## src/rtl/axi_rom_streamer_if.sv

```systemverilog
// ---------------------------------------------------------------------------
// axi_rom_streamer_if
// Bundles the AXI4-Lite read channels (AR, R) and the AXI4-Stream output
// of axi_rom_streamer.
//
// Handshake rule for every channel in this bundle: a transfer happens on a
// rising clock edge where valid && ready are both high. Once the source
// raises valid, it holds valid and its payload stable until that edge.
// valid never waits on ready; ready may depend on valid.
//
// Modports:
//   master : the streamer side (drives AR, R ready, stream payload/valid)
//   slave  : the ROM/sink side (drives AR ready, R payload/valid, stream ready)
// ---------------------------------------------------------------------------
interface axi_rom_streamer_if #(
  parameter int AXI_DATA_WIDTH = 32,
  parameter int AXI_ADDR_WIDTH = 4
);
  logic [AXI_ADDR_WIDTH-1:0] m_axi_araddr;
  logic [2:0]                m_axi_arprot;
  logic                      m_axi_arvalid;
  logic                      m_axi_arready;
  logic [AXI_DATA_WIDTH-1:0] m_axi_rdata;
  logic [1:0]                m_axi_rresp;
  logic                      m_axi_rvalid;
  logic                      m_axi_rready;
  logic [AXI_DATA_WIDTH-1:0] m_axis_tdata;
  logic                      m_axis_tvalid;
  logic                      m_axis_tready;
  logic                      m_axis_tlast;

  modport master (
    output m_axi_araddr, m_axi_arprot, m_axi_arvalid,
    input  m_axi_arready,
    input  m_axi_rdata, m_axi_rresp, m_axi_rvalid,
    output m_axi_rready,
    output m_axis_tdata, m_axis_tvalid, m_axis_tlast,
    input  m_axis_tready
  );

  modport slave (
    input  m_axi_araddr, m_axi_arprot, m_axi_arvalid,
    output m_axi_arready,
    output m_axi_rdata, m_axi_rresp, m_axi_rvalid,
    input  m_axi_rready,
    input  m_axis_tdata, m_axis_tvalid, m_axis_tlast,
    output m_axis_tready
  );
endinterface

```

## src/rtl/axi_rom_streamer.sv

```systemverilog
// ---------------------------------------------------------------------------
// axi_rom_streamer
// AXI4-Lite read master that fetches len_i consecutive words starting at
// base_addr_i, one read outstanding at a time, and emits them on an
// AXI4-Stream through a single-beat output register.
//
// Ports:
//   axi_clk      clock (rising edge)
//   axi_s_rst    synchronous active-high reset
//   start_i      start request, honoured only in IDLE
//   base_addr_i  first word address, captured on start
//   len_i        word count, captured on start (0 = empty run)
//   busy_o       run in progress
//   done_o       one-cycle pulse after the run finishes
//   err_o        sticky: some rresp was non-OKAY; cleared by next start
//   state_o      FSM state for debug/checkers (0 IDLE,1 ADDR,2 DATA,3 DRAIN)
//   bus          AR/R read channels and the output stream (master modport)
// ---------------------------------------------------------------------------
module axi_rom_streamer #(
  parameter int AXI_DATA_WIDTH = 32,
  parameter int AXI_ADDR_WIDTH = 4,
  parameter int ADDR_STEP      = AXI_DATA_WIDTH / 8,
  parameter int LEN_WIDTH      = 16
) (
  input  logic                      axi_clk,
  input  logic                      axi_s_rst,
  input  logic                      start_i,
  input  logic [AXI_ADDR_WIDTH-1:0] base_addr_i,
  input  logic [LEN_WIDTH-1:0]      len_i,
  output logic                      busy_o,
  output logic                      done_o,
  output logic                      err_o,
  output logic [1:0]                state_o,
  axi_rom_streamer_if.master        bus
);

  typedef enum logic [1:0] {
    ST_IDLE  = 2'd0,
    ST_ADDR  = 2'd1,
    ST_DATA  = 2'd2,
    ST_DRAIN = 2'd3
  } state_e;

  localparam logic [AXI_ADDR_WIDTH-1:0] STEP = AXI_ADDR_WIDTH'(ADDR_STEP);
  localparam logic [LEN_WIDTH-1:0]      ONE  = LEN_WIDTH'(1);

  state_e                    state_q, state_d;
  logic [AXI_ADDR_WIDTH-1:0] addr_q, addr_d;
  logic [LEN_WIDTH-1:0]      rem_q, rem_d;
  logic [AXI_DATA_WIDTH-1:0] tdata_q, tdata_d;
  logic                      tvalid_q, tvalid_d;
  logic                      tlast_q, tlast_d;
  logic                      err_q, err_d;
  logic                      done_q, done_d;

  logic rready_c;
  logic r_fire;
  logic s_fire;

  always_comb begin
    state_d  = state_q;
    addr_d   = addr_q;
    rem_d    = rem_q;
    tdata_d  = tdata_q;
    tvalid_d = tvalid_q;
    tlast_d  = tlast_q;
    err_d    = err_q;
    done_d   = 1'b0;

    s_fire   = tvalid_q && bus.m_axis_tready;
    // Only accept read data when the output register is free or being
    // emptied this cycle, so a stalled sink holds the slave's R channel.
    rready_c = (state_q == ST_DATA) && (!tvalid_q || bus.m_axis_tready);
    r_fire   = rready_c && bus.m_axi_rvalid;

    // Accepted beat leaves the register unless refilled below.
    if (s_fire) begin
      tvalid_d = 1'b0;
      tlast_d  = 1'b0;
    end

    unique case (state_q)
      ST_IDLE: begin
        if (start_i) begin
          addr_d = base_addr_i;
          rem_d  = len_i;
          err_d  = 1'b0;
          if (len_i == '0) begin
            done_d = 1'b1;
          end else begin
            state_d = ST_ADDR;
          end
        end
      end
      ST_ADDR: begin
        if (bus.m_axi_arready) begin
          state_d = ST_DATA;
        end
      end
      ST_DATA: begin
        if (r_fire) begin
          tdata_d  = bus.m_axi_rdata;
          tvalid_d = 1'b1;
          tlast_d  = (rem_q == ONE);
          if (bus.m_axi_rresp != 2'b00) begin
            err_d = 1'b1;
          end
          rem_d   = rem_q - ONE;
          addr_d  = addr_q + STEP;
          state_d = (rem_q > ONE) ? ST_ADDR : ST_DRAIN;
        end
      end
      ST_DRAIN: begin
        if (s_fire && tlast_q) begin
          done_d   = 1'b1;
          tvalid_d = 1'b0;
          tlast_d  = 1'b0;
          state_d  = ST_IDLE;
        end
      end
      default: state_d = ST_IDLE;
    endcase
  end

  always_ff @(posedge axi_clk) begin
    if (axi_s_rst) begin
      state_q  <= ST_IDLE;
      addr_q   <= '0;
      rem_q    <= '0;
      tdata_q  <= '0;
      tvalid_q <= 1'b0;
      tlast_q  <= 1'b0;
      err_q    <= 1'b0;
      done_q   <= 1'b0;
    end else begin
      state_q  <= state_d;
      addr_q   <= addr_d;
      rem_q    <= rem_d;
      tdata_q  <= tdata_d;
      tvalid_q <= tvalid_d;
      tlast_q  <= tlast_d;
      err_q    <= err_d;
      done_q   <= done_d;
    end
  end

  assign busy_o  = (state_q != ST_IDLE);
  assign done_o  = done_q;
  assign err_o   = err_q;
  assign state_o = state_q;

  assign bus.m_axi_araddr  = addr_q;
  assign bus.m_axi_arprot  = 3'b000;
  assign bus.m_axi_arvalid = (state_q == ST_ADDR);
  assign bus.m_axi_rready  = rready_c;
  assign bus.m_axis_tdata  = tdata_q;
  assign bus.m_axis_tvalid = tvalid_q;
  assign bus.m_axis_tlast  = tlast_q;

endmodule
```

## src/flat_wrapper.sv

```systemverilog
// flat-port wrapper written by rule: the top's interface ports become plain ports
module axi_rom_streamer_flat 
#(
  parameter int AXI_DATA_WIDTH = 32,
  parameter int AXI_ADDR_WIDTH = 4,
  parameter int ADDR_STEP      = AXI_DATA_WIDTH / 8,
  parameter int LEN_WIDTH      = 16
)
  (axi_clk, axi_s_rst, start_i, base_addr_i, len_i, busy_o, done_o, err_o, state_o, bus_m_axi_araddr, bus_m_axi_arprot, bus_m_axi_arvalid, bus_m_axi_arready, bus_m_axi_rdata, bus_m_axi_rresp, bus_m_axi_rvalid, bus_m_axi_rready, bus_m_axis_tdata, bus_m_axis_tvalid, bus_m_axis_tlast, bus_m_axis_tready);
  axi_rom_streamer_if #(.AXI_DATA_WIDTH(AXI_DATA_WIDTH), .AXI_ADDR_WIDTH(AXI_ADDR_WIDTH)) bus_i ();
  input  logic axi_clk;
  input  logic axi_s_rst;
  input  logic start_i;
  input  logic [AXI_ADDR_WIDTH-1:0] base_addr_i;
  input  logic [LEN_WIDTH-1:0] len_i;
  output logic busy_o;
  output logic done_o;
  output logic err_o;
  output logic [1:0] state_o;
  output wire logic [$bits(bus_i.m_axi_araddr)-1:0] bus_m_axi_araddr;
  output wire logic [$bits(bus_i.m_axi_arprot)-1:0] bus_m_axi_arprot;
  output wire logic [$bits(bus_i.m_axi_arvalid)-1:0] bus_m_axi_arvalid;
  input wire logic [$bits(bus_i.m_axi_arready)-1:0] bus_m_axi_arready;
  input wire logic [$bits(bus_i.m_axi_rdata)-1:0] bus_m_axi_rdata;
  input wire logic [$bits(bus_i.m_axi_rresp)-1:0] bus_m_axi_rresp;
  input wire logic [$bits(bus_i.m_axi_rvalid)-1:0] bus_m_axi_rvalid;
  output wire logic [$bits(bus_i.m_axi_rready)-1:0] bus_m_axi_rready;
  output wire logic [$bits(bus_i.m_axis_tdata)-1:0] bus_m_axis_tdata;
  output wire logic [$bits(bus_i.m_axis_tvalid)-1:0] bus_m_axis_tvalid;
  output wire logic [$bits(bus_i.m_axis_tlast)-1:0] bus_m_axis_tlast;
  input wire logic [$bits(bus_i.m_axis_tready)-1:0] bus_m_axis_tready;
  assign bus_m_axi_araddr = bus_i.m_axi_araddr;
  assign bus_m_axi_arprot = bus_i.m_axi_arprot;
  assign bus_m_axi_arvalid = bus_i.m_axi_arvalid;
  assign bus_i.m_axi_arready = bus_m_axi_arready;
  assign bus_i.m_axi_rdata = bus_m_axi_rdata;
  assign bus_i.m_axi_rresp = bus_m_axi_rresp;
  assign bus_i.m_axi_rvalid = bus_m_axi_rvalid;
  assign bus_m_axi_rready = bus_i.m_axi_rready;
  assign bus_m_axis_tdata = bus_i.m_axis_tdata;
  assign bus_m_axis_tvalid = bus_i.m_axis_tvalid;
  assign bus_m_axis_tlast = bus_i.m_axis_tlast;
  assign bus_i.m_axis_tready = bus_m_axis_tready;
  axi_rom_streamer #(.AXI_DATA_WIDTH(AXI_DATA_WIDTH), .AXI_ADDR_WIDTH(AXI_ADDR_WIDTH), .ADDR_STEP(ADDR_STEP), .LEN_WIDTH(LEN_WIDTH)) u_core (.axi_clk(axi_clk), .axi_s_rst(axi_s_rst), .start_i(start_i), .base_addr_i(base_addr_i), .len_i(len_i), .busy_o(busy_o), .done_o(done_o), .err_o(err_o), .state_o(state_o), .bus(bus_i));
endmodule
```

## config.mk

```make
export PLATFORM = sky130hd
export DESIGN_NAME = axi_rom_streamer_flat
export DESIGN_NICKNAME = d
export VERILOG_FILES = /design/src/rtl/axi_rom_streamer_if.sv /design/src/rtl/axi_rom_streamer.sv /design/src/flat_wrapper.sv
export SDC_FILE = /design/constraint.sdc
export NUM_CORES = 1
export LEC_CHECK = 0
export CAP_MARGIN = 20
export CORE_MARGIN = 5
export CORE_UTILIZATION = 47
export DETAILED_ROUTE_END_ITERATION = 8
export PLACE_DENSITY = 0.85
export SYNTH_ARGS = -nofsm -noshare
export SYNTH_HDL_FRONTEND = slang
export SYNTH_SLANG_ARGS = --single-unit
```

## constraint.sdc

```tcl
create_clock -name axi_clk -period 6.55 [get_ports axi_clk]
set_input_delay 1.31 -clock axi_clk [delete_from_list [all_inputs] [get_ports axi_clk]]
set_output_delay 1.31 -clock axi_clk [all_outputs]
set_load 0.1 [all_outputs]
```

# Yosys cells after proc, flatten, opt, wreduce, memory -nomap -nowiden
# Cells that the tools add are included.
# W data, S select, Z words.
# totals
regBits	58
latch_bits	0
ramBits	0
mem_bits_ro	0
in_bits	60
out_inout_bits	48
elab_cells	65
n_memories	0
# op_classes
add_sub_neg	2
mul	0
div	0
n_lt_le_gt_ge	1
eq_ne	10
shifts	0
mux	29
bitwise_logic	0
reduce_logical	15
# op_table
operator	n
$mux W16	2
$pmux W16 S2	1
$eq A16 B1 Y1 const B	1
$gt A16 B1 Y1 const B	1
$logic_not A16 Y1	1
$sub A16 B1 Y16 const B	1
$mux W1	12
$mux W2	6
$mux W4	2
$pmux W1 S2	4
$pmux W2 S4	1
$pmux W4 S2	1
$ne A2 B1 Y1 const B	3
$ne A2 B2 Y1 const B	3
$reduce_bool A2 Y1	3
$reduce_and A5 Y1	1
$add A4 B3 Y4 const B	1
$eq A2 B2 Y1 const B	2
$logic_and A1 B1 Y1	4
$reduce_and A4 Y1	1
$reduce_and A3 Y1	1
$eq A2 B1 Y1 const B	1
$logic_not A2 Y1	1
$reduce_and A2 Y1	1
2 further kinds	2

# Depth between registers and ports, before layout
# logic_depth
depth_word	6
mapped_depth	11
mapped_depth_nobuf	7

# Worst setup path before layout
# No wires, ideal clock.
# synth_timing
path_kind	register -> output
from	reg u_core.state_q[1], in the netlist u_core.state_o[1]
to	out bus_m_axi_rready
arrival_ps	3144
slack_ps	2096
path_stages_with_launch	7
path_cell_list	dfxtp_1 ha_1 buf_2 inv_1 clkbuf_1 buf_2 nor2_1
# synth_between
elab_chain_len	2
# synth_lines
item	line_no	source
start: declaration	axi_rom_streamer.sv:47	state_e state_q, state_d;
start signal: assignment	axi_rom_streamer.sv:136	state_q <= state_d;
$eq A2 B2 Y1	axi_rom_streamer.sv:73	rready_c = (state_q == ST_DATA) && (!tvalid_q || bus.m_axis_tready);
$logic_and A1 B1 Y1	axi_rom_streamer.sv:73	
end: declaration	flat_wrapper.sv:27	output wire logic [$bits(bus_i.m_axi_rready)-1:0] bus_m_axi_rready;
# Every way passes these cells.

# Worst setup path in the final report
# layout_timing
from	reg u_core.state_q[0], in the netlist u_core.state_o[0]
to	out bus_m_axi_rready
# The elaborated chain is that of the path after synthesis.

==> metrics.txt <==
async set or reset register ratio after synthesis 0%; clock transition at the register clock pins on the worst setup and hold paths after CTS roughly 0.07 ns; clock tree from TritonCTS done; count of hold buffers inserted by post-cts repair 0; number of vias in the routed layout between 2000 and 3000; number of different library cells in the post-synthesis netlist 47; gate count of the mapped netlist roughly 370; Total Nets Final between 500 and 600; Sw Share 49.1%; register share of total power roughly 27%; Max stage delay cell, worst path clkdlybuf4s50_1; cell chain of the critical path inv_1 > ha_1 > inv_1 > nor2_1 > clkdlybuf4s50_1; Cell Pwr Density roughly 450 nW/µm²; final slew viol count 0; total length of routed wires 8.31 mm; vias per cell around 5.5; post-route fraction of the period consumed by the critical path between 70 and 80%; multi-input gate area in the final layout 1510 µm²; internal power consumption approximately 0.00094 W; fraction of layout cells with a size suffix above 1 under 10%; sequential share of the synthesized area between 40 and 50%; insertion delay to the later sink of the worst-skew pair 0.34 ns; number of global-route vias before repair roughly 2800; Buffers & Inverters on Critical Path 3; Worst Setup Path Type flop to output port; Post-Layout Inst Area just over 4000 µm²; post-synthesis cell area between 2000 and 3000 µm²; most frequent cell on the critical path inv_1; Setup crit end kind output port; data arrival time of the critical path roughly 3.7 ns; kind of cell adding the most delay to the critical path buffers and inverters; setup total negative slack 0 ns; buffer levels on the longest clock path 2; number of core rows 28; type of the most critical hold path flop to flop; clock tree sinks 58; filler instances between 400 and 500; tightest slew margin relative to the limit around a third; post-DR wirelength/cell 15.4 µm; total I/O pin count approximately 110; number of synthesized flops with an enable pin 0; total area of sequential cells 1160 µm²; minimum setup slack in the final design ~1.6 ns; Chip Height ~88 µm; core region area between 5000 and 6000 µm²; Leak Pwr roughly 1.4 nW; Max-Cap Viols 0; flop2flop setup slack between 2 and 3 ns; CP max FO 28; pin count of the biggest net entering global routing 61; cell at the root of the clock tree clkbuf_8; crit start category flop; total die area between 7000 and 8000 µm²; PostCTS Resize Cnt 0; non-filler instance count after layout between 500 and 600; Tmin final 4.96 ns; remaining antenna violation count 0; Yosys warning count 0; dpl cell area 3860 µm²; H-tree depth reported by CTS 3; buffers inserted during post-CTS setup optimization 0; effective utilization at floorplan 48.1%; final setup violating endpoints 0; worst setup slack before clock tree synthesis between 1.5 and 2 ns; Die Span X 87.6 µm; Post-Synthesis Mean Instance Area around 7.7 µm²; combinational fraction of design power a little over half; placer congestion estimate approximately 0.89; antenna violations before repair 0; Achievable Freq 202 MHz; worst-margin pin slew a little over 1 ns; Port Buf Inserts between 100 and 150; HPWL after detailed placement a little under 6 mm; clock buffers created by TritonCTS 9; Inst Count DP 524; slowest cell delay on critical path 1.15 ns; Worst EP required 5.24 ns; GRT overflow 0; result of the run finished clean; worst-case clock skew approximately 0.0076 ns; growth of design area from synthesis to finish 44.6%; net switching power between 0.0009 and 0.001 W; fraction of the core area covered by cells at the end of the flow a little over two thirds; DRC violation total after the first TritonRoute iteration approximately 230; number of iterations in the first detailed-routing pass 5; RSZ-0062 raised after global routing no; DRC 0; Hold Fails Final Rpt 0; wire length of the first global-routing pass about 13 mm; peak supply drop 0.440 mV; antenna cell count 0; dominant register cell in the synthesized netlist dfxtp_1; Yosys reg bits 58; Clock power frac between 10% and 20%; combined global-route utilization of all metal layers a little over a fifth
per-layer routing:
layer	vias up	wire length, µm	GRT usage [%]
li1	1467	-	-
met1	1369	3340	26.2
met2	133	4100	34.9
met3	19	647	6.68
met4	0	230	9.48
met5	-	0	0
power groups by stage:
stage / Clock, W / Sequential (W) / Combinational, W
finish: 0.000366 / 0.000497 / 0.000987
global route: 0.000389 / 0.000506 / 0.00105
CTS: 0.000370 / 0.000494 / 0.000977
detailed placement: 0 / 0.000501 / 0.000973
global placement: 0 / 0.000494 / 0.000950
floorplan: 0 / 0.000704 / 0.000558
cells by family after synthesis:
family | count (synthesis) | synth area share [%]
AND/OR/NAND/NOR | 158 | 26.1
adder cells (fa/ha/maj) | 8 | 3.53
AO/OA/AOI/OAI | 105 | 22.4
multiplexers | 2 | 0.751
flip-flops | 58 | 41.0
other | 1 | 0.132
buffers and inverters | 37 | 6.01
area by class of cell:
type	instances	area share [%]
multi-input cells	276	36.9
flip-flops and latches	58	28.3
clock inverters	7	2.29
repair buffers	107	26.3
well taps	75	2.29
clock buffers	9	3.02
inverters	9	0.825
registers in the layout, summed over array words and instances (netlist names):
register	count
u_core.bus.m_axi_araddr	4
u_core.bus.m_axis_tdata	32
u_core.bus.m_axis_tlast	1
u_core.bus.m_axis_tvalid	1
u_core.done_o	1
u_core.err_o	1
u_core.rem_q	16
u_core.state_o	2
tightest hold or removal path: stages, from the launching register on:
cell and delay [ns]:
dfxtp_1 0.31, nand2_1 0.05, a21oi_1 0.05
per-stage QoR:
stage / hold WS (ns) / power [W]
detailed placement: 0.446 / 0.00147
global placement: 0.441 / 0.00144
finish: 0.453 / 0.00185
CTS: 0.455 / 0.00184
floorplan: 0.445 / 0.00126
global route: 0.478 / 0.00195
path summary, 6_finish.rpt:
| path | startpoint | endpoint | cells after the start |
|---|---|---|---|
| worst max-delay path | u_core.state_o[0] | bus_m_axi_rready | 5 |
| worst min-delay path | u_core.bus.m_axis_tdata[21] | u_core.bus.m_axis_tdata[21] | 2 |
| worst max register to register | u_core.state_o[0] | u_core.rem_q[8] | 7 |
| worst min register to register | u_core.bus.m_axis_tdata[21] | u_core.bus.m_axis_tdata[21] | 2 |
synthesized netlist by cell type, types with 2 or more instances:
cell / instances / area share (%)
nand2_1: 79 / 10
dfxtp_1: 58 / 41
a21oi_1: 54 / 9.5
nor2_1: 27 / 3.6
clkbuf_1: 16 / 2.1
o21ai_0: 13 / 2.3
inv_1: 9 / 1.2
a22oi_1: 8 / 2.1
ha_1: 8 / 3.5
nor4_1: 8 / 1.8
or3_1: 8 / 1.8
nor2b_1: 7 / 1.5
nor3_1: 7 / 1.2
a211oi_1: 5 / 1.3
nand3_1: 5 / 0.88
buf_2: 4 / 0.71
o31ai_1: 4 / 1.1
buf_1: 3 / 0.40
buf_4: 3 / 0.79
nand2b_1: 3 / 0.66
o21a_1: 3 / 0.79
or4_1: 3 / 0.79
a21o_1: 2 / 0.53
a221oi_1: 2 / 0.62
a2bb2oi_1: 2 / 0.62
buf_6: 2 / 0.79
nor3_2: 2 / 0.71
o211ai_1: 2 / 0.53
o21ai_1: 2 / 0.35
or4_4: 2 / 0.79
or4b_1: 2 / 0.71
cells in the final DEF (no fill, tap or decap), types with 9 or more instances in the layout:
cell               n
o21ai_0           13
a21oi_1           54
nor2_1            26
clkdlybuf4s50_1  103
dfxtp_1           58
clkbuf_8           9
nand2_1           79
inv_1              9
(Power assumes the default switching activity.)
